## config.mk

```make
export PLATFORM = sky130hd
export DESIGN_NAME = shift_sequencer_flat
export DESIGN_NICKNAME = d
export VERILOG_FILES = /design/src/rtl/shift_pkg.sv /design/src/rtl/shift_sequencer_if.sv /design/src/rtl/shift_stage.sv /design/src/rtl/shift_sequencer.sv /design/src/flat_wrapper.sv
export SDC_FILE = /design/constraint.sdc
export NUM_CORES = 1
export LEC_CHECK = 0
export ABC_AREA = 1
export BUFFER_PORTS_ARGS = -buffer_cell sky130_fd_sc_hd__buf_2
export CAP_MARGIN = 20
export CORE_MARGIN = 1.5
export CORE_UTILIZATION = 57
export DETAILED_ROUTE_END_ITERATION = 8
export GPL_TIMING_DRIVEN = 0
export MAX_ROUTING_LAYER = met4
export PLACE_DENSITY = 0.95
export SLEW_MARGIN = 5
export SYNTH_ARGS = -nofsm -noshare
export SYNTH_HDL_FRONTEND = slang
export SYNTH_SLANG_ARGS = --single-unit
export TNS_END_PERCENT = 30
```

## constraint.sdc

```tcl
create_clock -name clk -period 3.65 [get_ports clk]
set_input_delay 0.5475 -clock clk [delete_from_list [all_inputs] [get_ports clk]]
set_output_delay 0.5475 -clock clk [all_outputs]
set_load 0.01 [all_outputs]
```

## src/rtl/shift_pkg.sv

```systemverilog
// Shared definitions for the shift sequencer slice.
//   op_e    : shift operation encodings driven on the request bus
//   state_e : sequencer FSM states (IDLE, SHIFT, DONE)
package shift_pkg;

    typedef enum logic [1:0] {
        OP_SLL  = 2'b00,
        OP_SRL  = 2'b01,
        OP_SRA  = 2'b10,
        OP_ROTR = 2'b11
    } op_e;

    typedef enum logic [1:0] {
        ST_IDLE  = 2'b00,
        ST_SHIFT = 2'b01,
        ST_DONE  = 2'b10
    } state_e;

endpackage

```

## src/rtl/shift_sequencer_if.sv

```systemverilog
// Request/response bus between the execute-stage requester and the shift sequencer.
//   start, kill, op, data_in, shamt : request side, driven by the requester (master)
//   busy, done, result              : status side, driven by the sequencer (slave)
interface shift_sequencer_if
    import shift_pkg::*;
#(
    parameter int SIZE    = 32,
    parameter int SHAMT_W = 5
);
    logic               start;
    logic               kill;
    op_e                op;
    logic [SIZE-1:0]    data_in;
    logic [SHAMT_W-1:0] shamt;
    logic               busy;
    logic               done;
    logic [SIZE-1:0]    result;

    modport master (
        output start, kill, op, data_in, shamt,
        input  busy, done, result
    );

    modport slave (
        input  start, kill, op, data_in, shamt,
        output busy, done, result
    );
endinterface

```

## src/rtl/shift_stage.sv

```systemverilog
// One combinational shift step of the sequencer.
//   a   : value to shift
//   op  : SLL / SRL / SRA / ROTR
//   big : 1 shifts by STEP bits, 0 shifts by a single bit
//   y   : shifted value, SIZE bits, no carry-out
module shift_stage
    import shift_pkg::*;
#(
    parameter int SIZE = 32,
    parameter int STEP = 4
) (
    input  logic [SIZE-1:0] a,
    input  op_e             op,
    input  logic            big,
    output logic [SIZE-1:0] y
);

    logic signed [SIZE-1:0] a_s;

    assign a_s = a;

    // Two fixed shift amounts only, so each operation is a pair of constant
    // shifts selected by big rather than a general barrel shifter.
    always_comb begin
        y = a;
        case (op)
            OP_SLL:  y = big ? (a << STEP) : (a << 1);
            OP_SRL:  y = big ? (a >> STEP) : (a >> 1);
            OP_SRA:  y = big ? (a_s >>> STEP) : (a_s >>> 1);
            OP_ROTR: y = big ? {a[STEP-1:0], a[SIZE-1:STEP]} : {a[0], a[SIZE-1:1]};
            default: y = a;
        endcase
    end

endmodule

```

## src/rtl/shift_sequencer.sv

```systemverilog
// Multi-cycle variable-amount shift controller for the execute stage.
// Accepts one request, steps the accumulator by STEP or 1 bit per cycle and
// pulses done for one cycle when finished. A kill aborts without a done.
//   clk  : rising-edge clock
//   rst  : synchronous active-high reset
//   bus  : request/status bus (slave side), see shift_sequencer_if
module shift_sequencer
    import shift_pkg::*;
#(
    parameter int SIZE    = 32,
    parameter int STEP    = 4,
    parameter int SHAMT_W = 5
) (
    input  logic                clk,
    input  logic                rst,
    shift_sequencer_if.slave    bus
);

    localparam logic [SHAMT_W-1:0] STEP_CNT = SHAMT_W'(STEP);
    localparam logic [SHAMT_W-1:0] ONE_CNT  = SHAMT_W'(1);

    state_e             state;
    op_e                op_q;
    logic [SIZE-1:0]    acc;
    logic [SHAMT_W-1:0] cnt;
    logic               busy_q;
    logic               done_q;

    logic               big;
    logic [SHAMT_W-1:0] cnt_next;
    logic [SIZE-1:0]    stage_y;

    // Take the large step only while it cannot overshoot, so cnt never underflows.
    assign big      = (cnt >= STEP_CNT);
    assign cnt_next = cnt - (big ? STEP_CNT : ONE_CNT);

    shift_stage #(
        .SIZE (SIZE),
        .STEP (STEP)
    ) u_stage (
        .a   (acc),
        .op  (op_q),
        .big (big),
        .y   (stage_y)
    );

    // FSM plus datapath registers. busy/done are registered alongside the
    // state so they are exact decodes of SHIFT/DONE with no combinational path.
    // kill outranks everything except reset and leaves acc at its partial value.
    always_ff @(posedge clk) begin
        if (rst) begin
            state  <= ST_IDLE;
            op_q   <= OP_SLL;
            acc    <= '0;
            cnt    <= '0;
            busy_q <= 1'b0;
            done_q <= 1'b0;
        end else if (bus.kill) begin
            state  <= ST_IDLE;
            busy_q <= 1'b0;
            done_q <= 1'b0;
        end else begin
            case (state)
                ST_IDLE, ST_DONE: begin
                    if (bus.start) begin
                        acc  <= bus.data_in;
                        cnt  <= bus.shamt;
                        op_q <= bus.op;
                        if (bus.shamt == '0) begin
                            state  <= ST_DONE;
                            busy_q <= 1'b0;
                            done_q <= 1'b1;
                        end else begin
                            state  <= ST_SHIFT;
                            busy_q <= 1'b1;
                            done_q <= 1'b0;
                        end
                    end else begin
                        state  <= ST_IDLE;
                        busy_q <= 1'b0;
                        done_q <= 1'b0;
                    end
                end
                ST_SHIFT: begin
                    acc <= stage_y;
                    cnt <= cnt_next;
                    if (cnt_next == '0) begin
                        state  <= ST_DONE;
                        busy_q <= 1'b0;
                        done_q <= 1'b1;
                    end
                end
                default: begin
                    state  <= ST_IDLE;
                    busy_q <= 1'b0;
                    done_q <= 1'b0;
                end
            endcase
        end
    end

    assign bus.busy   = busy_q;
    assign bus.done   = done_q;
    assign bus.result = acc;

endmodule

```

## src/flat_wrapper.sv

```systemverilog
// flat-port wrapper written by rule: the top's interface ports become plain ports
module shift_sequencer_flat import shift_pkg::*;
#(
    parameter int SIZE    = 32,
    parameter int STEP    = 4,
    parameter int SHAMT_W = 5
)
  (clk, rst, bus_start, bus_kill, bus_op, bus_data_in, bus_shamt, bus_busy, bus_done, bus_result);
  shift_sequencer_if #(.SIZE(SIZE), .SHAMT_W(SHAMT_W)) bus_i ();
  input  logic clk;
  input  logic rst;
  input wire logic [$bits(bus_i.start)-1:0] bus_start;
  input wire logic [$bits(bus_i.kill)-1:0] bus_kill;
  input wire logic [$bits(bus_i.op)-1:0] bus_op;
  input wire logic [$bits(bus_i.data_in)-1:0] bus_data_in;
  input wire logic [$bits(bus_i.shamt)-1:0] bus_shamt;
  output wire logic [$bits(bus_i.busy)-1:0] bus_busy;
  output wire logic [$bits(bus_i.done)-1:0] bus_done;
  output wire logic [$bits(bus_i.result)-1:0] bus_result;
  assign bus_i.start = bus_start;
  assign bus_i.kill = bus_kill;
  assign bus_i.op = bus_op;
  assign bus_i.data_in = bus_data_in;
  assign bus_i.shamt = bus_shamt;
  assign bus_busy = bus_i.busy;
  assign bus_done = bus_i.done;
  assign bus_result = bus_i.result;
  shift_sequencer #(.SIZE(SIZE), .STEP(STEP), .SHAMT_W(SHAMT_W)) u_core (.clk(clk), .rst(rst), .bus(bus_i));
endmodule
```

Word level (Yosys, flattened, before mapping)

Index checks and enable logic that the tools add are counted.
W data, S select, Z words.

Add/subtract/negate cells: 1
Order comparisons: 1
Equality and inequality tests: 8
Multiplexer cells: 22
Bitwise gates (word level): 1
Reductions and logical operators: 10

Operators with widths:

| cell                 | count |
|---|---|
| $pmux W32 S4         | 1 |
| $mux W32             | 3 |
| $pmux W32 S2         | 1 |
| $mux W31             | 1 |
| $mux W30             | 1 |
| $logic_not A5 Y1     | 2 |
| $pmux W5 S2          | 1 |
| $eq A2 B2 Y1 const B | 3 |
| $mux W1              | 6 |
| $mux W2              | 3 |
| $reduce_and A3 Y1    | 2 |
| $ge A5 B3 Y1 const B | 1 |
| $mux W5              | 1 |
| $sub A5 B5 Y5        | 1 |
| $eq A2 B1 Y1 const B | 2 |
| $logic_not A2 Y1     | 2 |
| $ne A2 B2 Y1 const B | 2 |
| $pmux W1 S2          | 2 |
| $pmux W2 S2          | 1 |
| $reduce_and A4 Y1    | 1 |
| $reduce_or A2 Y1     | 2 |
| $mux W3              | 1 |
| $ne A2 B1 Y1 const B | 1 |
| $reduce_bool A2 Y1   | 1 |
| $not A1 Y1           | 1 |

Register bits after elaboration: 43
Input port bits: 43
Output and inout port bits: 34
Word-level logic and storage cells: 50

Depth between registers and ports, before layout

Depth in word-level cells: 6
Mapped depth: 14
Depth with buffers taken out: 13

Cells and area by module

From an unflattened synthesis, not the netlist that was laid out.

Cells, all modules: 489
Area, all modules: 2,946.6 um^2

Modules (own cells, without submodules):

| module          | instances | cells each | area an instance (um^2) | seq. area each (um^2) |
|---|---|---|---|---|
| shift_sequencer | 1         | 268        | 1,963.1                 | 840.8 |
| shift_stage     | 1         | 221        | 983.4                   | 0.0 |

Least setup slack after synthesis

No wires, ideal clock.

Path kind: register to register
Start: register u_core.cnt[3]
End: register u_core.busy_q (netlist: u_core.bus.busy)
Library setup time: 0.116 ns
Arrival time: 1.656 ns
Required time: 3.534 ns
Path slack: 1.878 ns
Cell stages (with the launch flop): 15
Buffers on the path: 1
Period minus slack after synthesis: 1.772 ns
Cells stage by stage: dfxtp_1 nor2_4 nand2_4 inv_2 buf_4 ha_1 ha_1 nor2_1 nor2_1 nand2_1 nand2_1 nor2_1 nand2_1 nand2_1 a21oi_1

Cells in the longest elaborated chain, start to end: 5

RTL lines:

| what                            | RTL line              | RTL |
|---|---|---|
| start: declaration              | shift_sequencer.sv:25 | `logic [SHAMT_W-1:0] cnt;` |
| start signal: assignment        | shift_sequencer.sv:67 | `cnt <= bus.shamt;` |
| start signal: assignment        | shift_sequencer.sv:86 | `cnt <= cnt_next;` |
| $ge A5 B3 Y1                    | shift_sequencer.sv:34 | `assign big = (cnt >= STEP_CNT);` |
| $mux W3                         | shift_sequencer.sv:35 | `assign cnt_next = cnt - (big ? STEP_CNT : ONE_CNT);` |
| $sub A5 B5 Y5 *                 | shift_sequencer.sv:35 |  |
| $logic_not A5 Y1 *              | shift_sequencer.sv:87 | `if (cnt_next == '0) begin` |
| $ne A2 B1 Y1 (no source line) * | n/a                   |  |
| end signal: assignment          | shift_sequencer.sv:56 | `busy_q <= 1'b0;` |
| end signal: assignment          | shift_sequencer.sv:89 | `busy_q <= 1'b0;` |
| end signal: assignment          | shift_sequencer.sv:95 | `busy_q <= 1'b0;` |
| end: declaration                | shift_sequencer.sv:26 | `logic busy_q;` |

Every way passes the cells marked *; elsewhere a longest branch is shown, timed or not.
A chain may end at the register's enable or synchronous reset.

Worst setup path in the final report

Ends and elaborated chain as after synthesis.

==> impl_results.md <==
* TritonCTS clock tree: yes
* Routed Antenna Nets at 0
* Slew HR at 67.40%
* Layout Nets at 593
* Initial antenna violation count at 0
* Clk slew on worst S/H paths at 80 ps
* Status: finished clean
* Post-CTS Setup Bufs at 0
* Multi-input gate area at 0.001723 sq mm
* CTS Buf Count at 5
* Hold Path Class: input pin to flop
* Final wirelength at 9251 um
* Pin slew with the least headroom to its limit at 488.9 ps
* Critical Path AT at 2240 ps
* Clock insertion delay at the later pin of the skew report at 310 ps
* Kind of start point of the critical path: flop
* Fmax achieved at 0.4909 GHz
* Cells after DPL at 607
* Final Hold Viols at 0
* H-tree levels at 2
* GR Util met3 at 5.556%
* Asr flop ratio synth at 0%
* Final setup fails at 0
* Routed len/inst at 15.04 um
* Core area at 0.004786 sq mm
* Leak at 1.686 nW
* Synth Register Bits at 41
* Crit. End Element: flop
* Resized cells post-CTS at 0
* Critical-path maximum fanout at 11
* RSZ-0062 raised after global routing: false
* Grt met2 use at 56.35%
* Post-synth EDFFs at 0
* Remaining Overflow, GRT at 0
* DRC viols at 0
* # fillers at 440
* Most frequent cell after synthesis: nand2_1
* Period utilisation layout at 55.81%
* Setup TNS at 0 ps
* Drt first pass iters at 7
* Clock Path Buffers at 2
* Share of the synthesized area in the top cell type at 28.57%
* Vias in the first global route at 3,244
* Die Y at 73.99 um
* Max Cap Violations at 0
* # hold bufs at CTS at 0
* Synth Instances at 464
* Port Buffers at 76
* Via count of the routed design at 3,515
* CTS sink count at 41
* Global Route Usage Sum at 36.52%
* Initial DRC count at 357
* Mapped Avg Cell Area at 6.191 sq um
* First-pass GRT wire length at 14,980 um
* RD Place Congestion at 0.9592
* Top post-synthesis cells by area: dfxtp_1, nand2_1, a21oi_1, o21ai_0, o211ai_1
* Synth area leader: dfxtp_1
* Kind of critical path: flop to flop
* Area growth, synth to finish at 19.69%
* Final min period at 2037 ps
* Worst r2r path cells at 12
* Post-synth cell types at 30
* CP required at 3850 ps
* Die footprint at 0.005475 sq mm
* Ant diodes at 0
* Cell Count, Final, Fillers Out at 615
* DR vias/cell at 5.715
* Io pins at 77
* Dpl ws at 1651 ps
* Reg area at 820.8 sq um
* Ys flop type: dfxtp_1
* Synthesized net count at 510
* Sequential area share after synthesis at 28.57%
* Hold path cells at 2
* Met1 Usage GRT at 47.32%
* Pin count of the biggest net entering global routing at 13
* HPWL after DPL at 6904 um
* PwrDens at 391.2 mW/mm^2
* Post-Syn Area at 0.002873 sq mm
* # rows at 25
* Clock root cell: clkbuf_8
* Starting Density at 60.03%
* Yosys warns at 0
* Top cells by count, synth: nand2_1, a21oi_1, o21ai_0
* Die span in x at 73.99 um
* Final worst slack at 1613 ps
* Final Max Tran Viols at 0
* Share of layout cells above drive strength 1 at 22.81%
* Most crowded layer after global routing: met2
* Worst Skew at 13.19 ps
* VDD IR-drop max at 215.7 uV
## where the power goes
part / total, mW / leakage, nW / internal, mW / switching [mW]
combinational: 0.483 / 1.29 / 0.176 / 0.307
sequential: 0.519 / 0.338 / 0.483 / 0.0364
clock: 0.343 / 0.0542 / 0.171 / 0.172
total: 1.35 / 1.69 / 0.829 / 0.516
## cell usage in the layout (no fill, tap or decap), types with 2 or more instances in the layout
cell	Yosys	final
nand2_1	154	154
buf_2	11	87
o21ai_0	44	44
a21oi_1	44	44
inv_1	43	43
dfxtp_1	41	41
o211ai_1	26	26
nand3_1	24	24
nor2_1	21	21
or2_2	8	8
clkbuf_1	7	7
clkbuf_8	0	7
buf_4	5	5
nor2_4	4	4
inv_2	4	4
o21ai_1	4	4
buf_6	3	3
or2_1	3	3
ha_1	3	3
xor2_1	2	2
a211oi_1	2	2
nand4_1	2	2
## kinds of logic (layout without fill, tap and decap cells)
group | after synthesis | count (layout) | share of synthesized area [%]
AND/OR/NAND/NOR | 221 | 221 | 33.19
buffers and inverters | 73 | 157 | 11.45
flip-flops | 41 | 41 | 28.57
XOR/XNOR | 2 | 2 | 0.6099
AO/OA/AOI/OAI | 124 | 124 | 24.87
adder cells (fa/ha/maj) | 3 | 3 | 1.307
## stage by stage
| stage | cell area, sq um | total power [mW] | utilization [%] | hold slack, ps |
|---|---|---|---|---|
| 2_1_floorplan | 2873 | 0.8493 | - | 492.1 |
| 3_3_place_gp | 3337 | 0.9803 | 69.73 | 488.3 |
| 3_5_place_dp | 3337 | 0.9945 | 69.73 | 504.0 |
| 4_1_cts | 3438 | 1.327 | 71.84 | 481.9 |
| 5_1_grt | 3438 | 1.419 | 71.84 | 490.4 |
| 6_report | 3438 | 1.345 | 71.84 | 481.8 |
## final timing paths
check / startpoint / to / slack (ps)
max: u_core.cnt[3] / u_core.bus.busy / 1610
min: rst / u_core.bus.result[29] / 480
max reg2reg: u_core.cnt[3] / u_core.bus.busy / 1610
min reg2reg: u_core.bus.result[31] / u_core.bus.result[31] / 520
## registers in the layout, summed over array words and instances, names as in the netlist
signal	count
u_core.bus.busy	1
u_core.bus.done	1
u_core.bus.result	32
u_core.cnt	5
u_core.op_q	2
## routing by layer
layer / share of wire, % / up-vias
li1: - / 1695
met1: 40 / 1544
met2: 47 / 240
met3: 10 / 36
met4: 2.8 / 0
met5: 0 / -
## cell type report
class	instances	area share, %
Multi-Input combinational cell	350	50.11
Sequential cell	41	23.87
Timing Repair Buffer	76	11.06
Inverter	47	5.131
Buffer	26	4.440
Clock buffer	7	2.802
Tap cell	67	2.438
Clock inverter	1	0.1456
## critical path, stage by stage, from the launching register on
cell and delay [ps]:
dfxtp_1 370, nor2_4 210, nand2_4 100, inv_2 80
buf_4 170, ha_1 190, ha_1 190, xor2_1 220
nand3_1 100, nor2_1 110, nand2_1 70, nand2_1 60
a21oi_1 60
(Power assumes the default switching activity.)
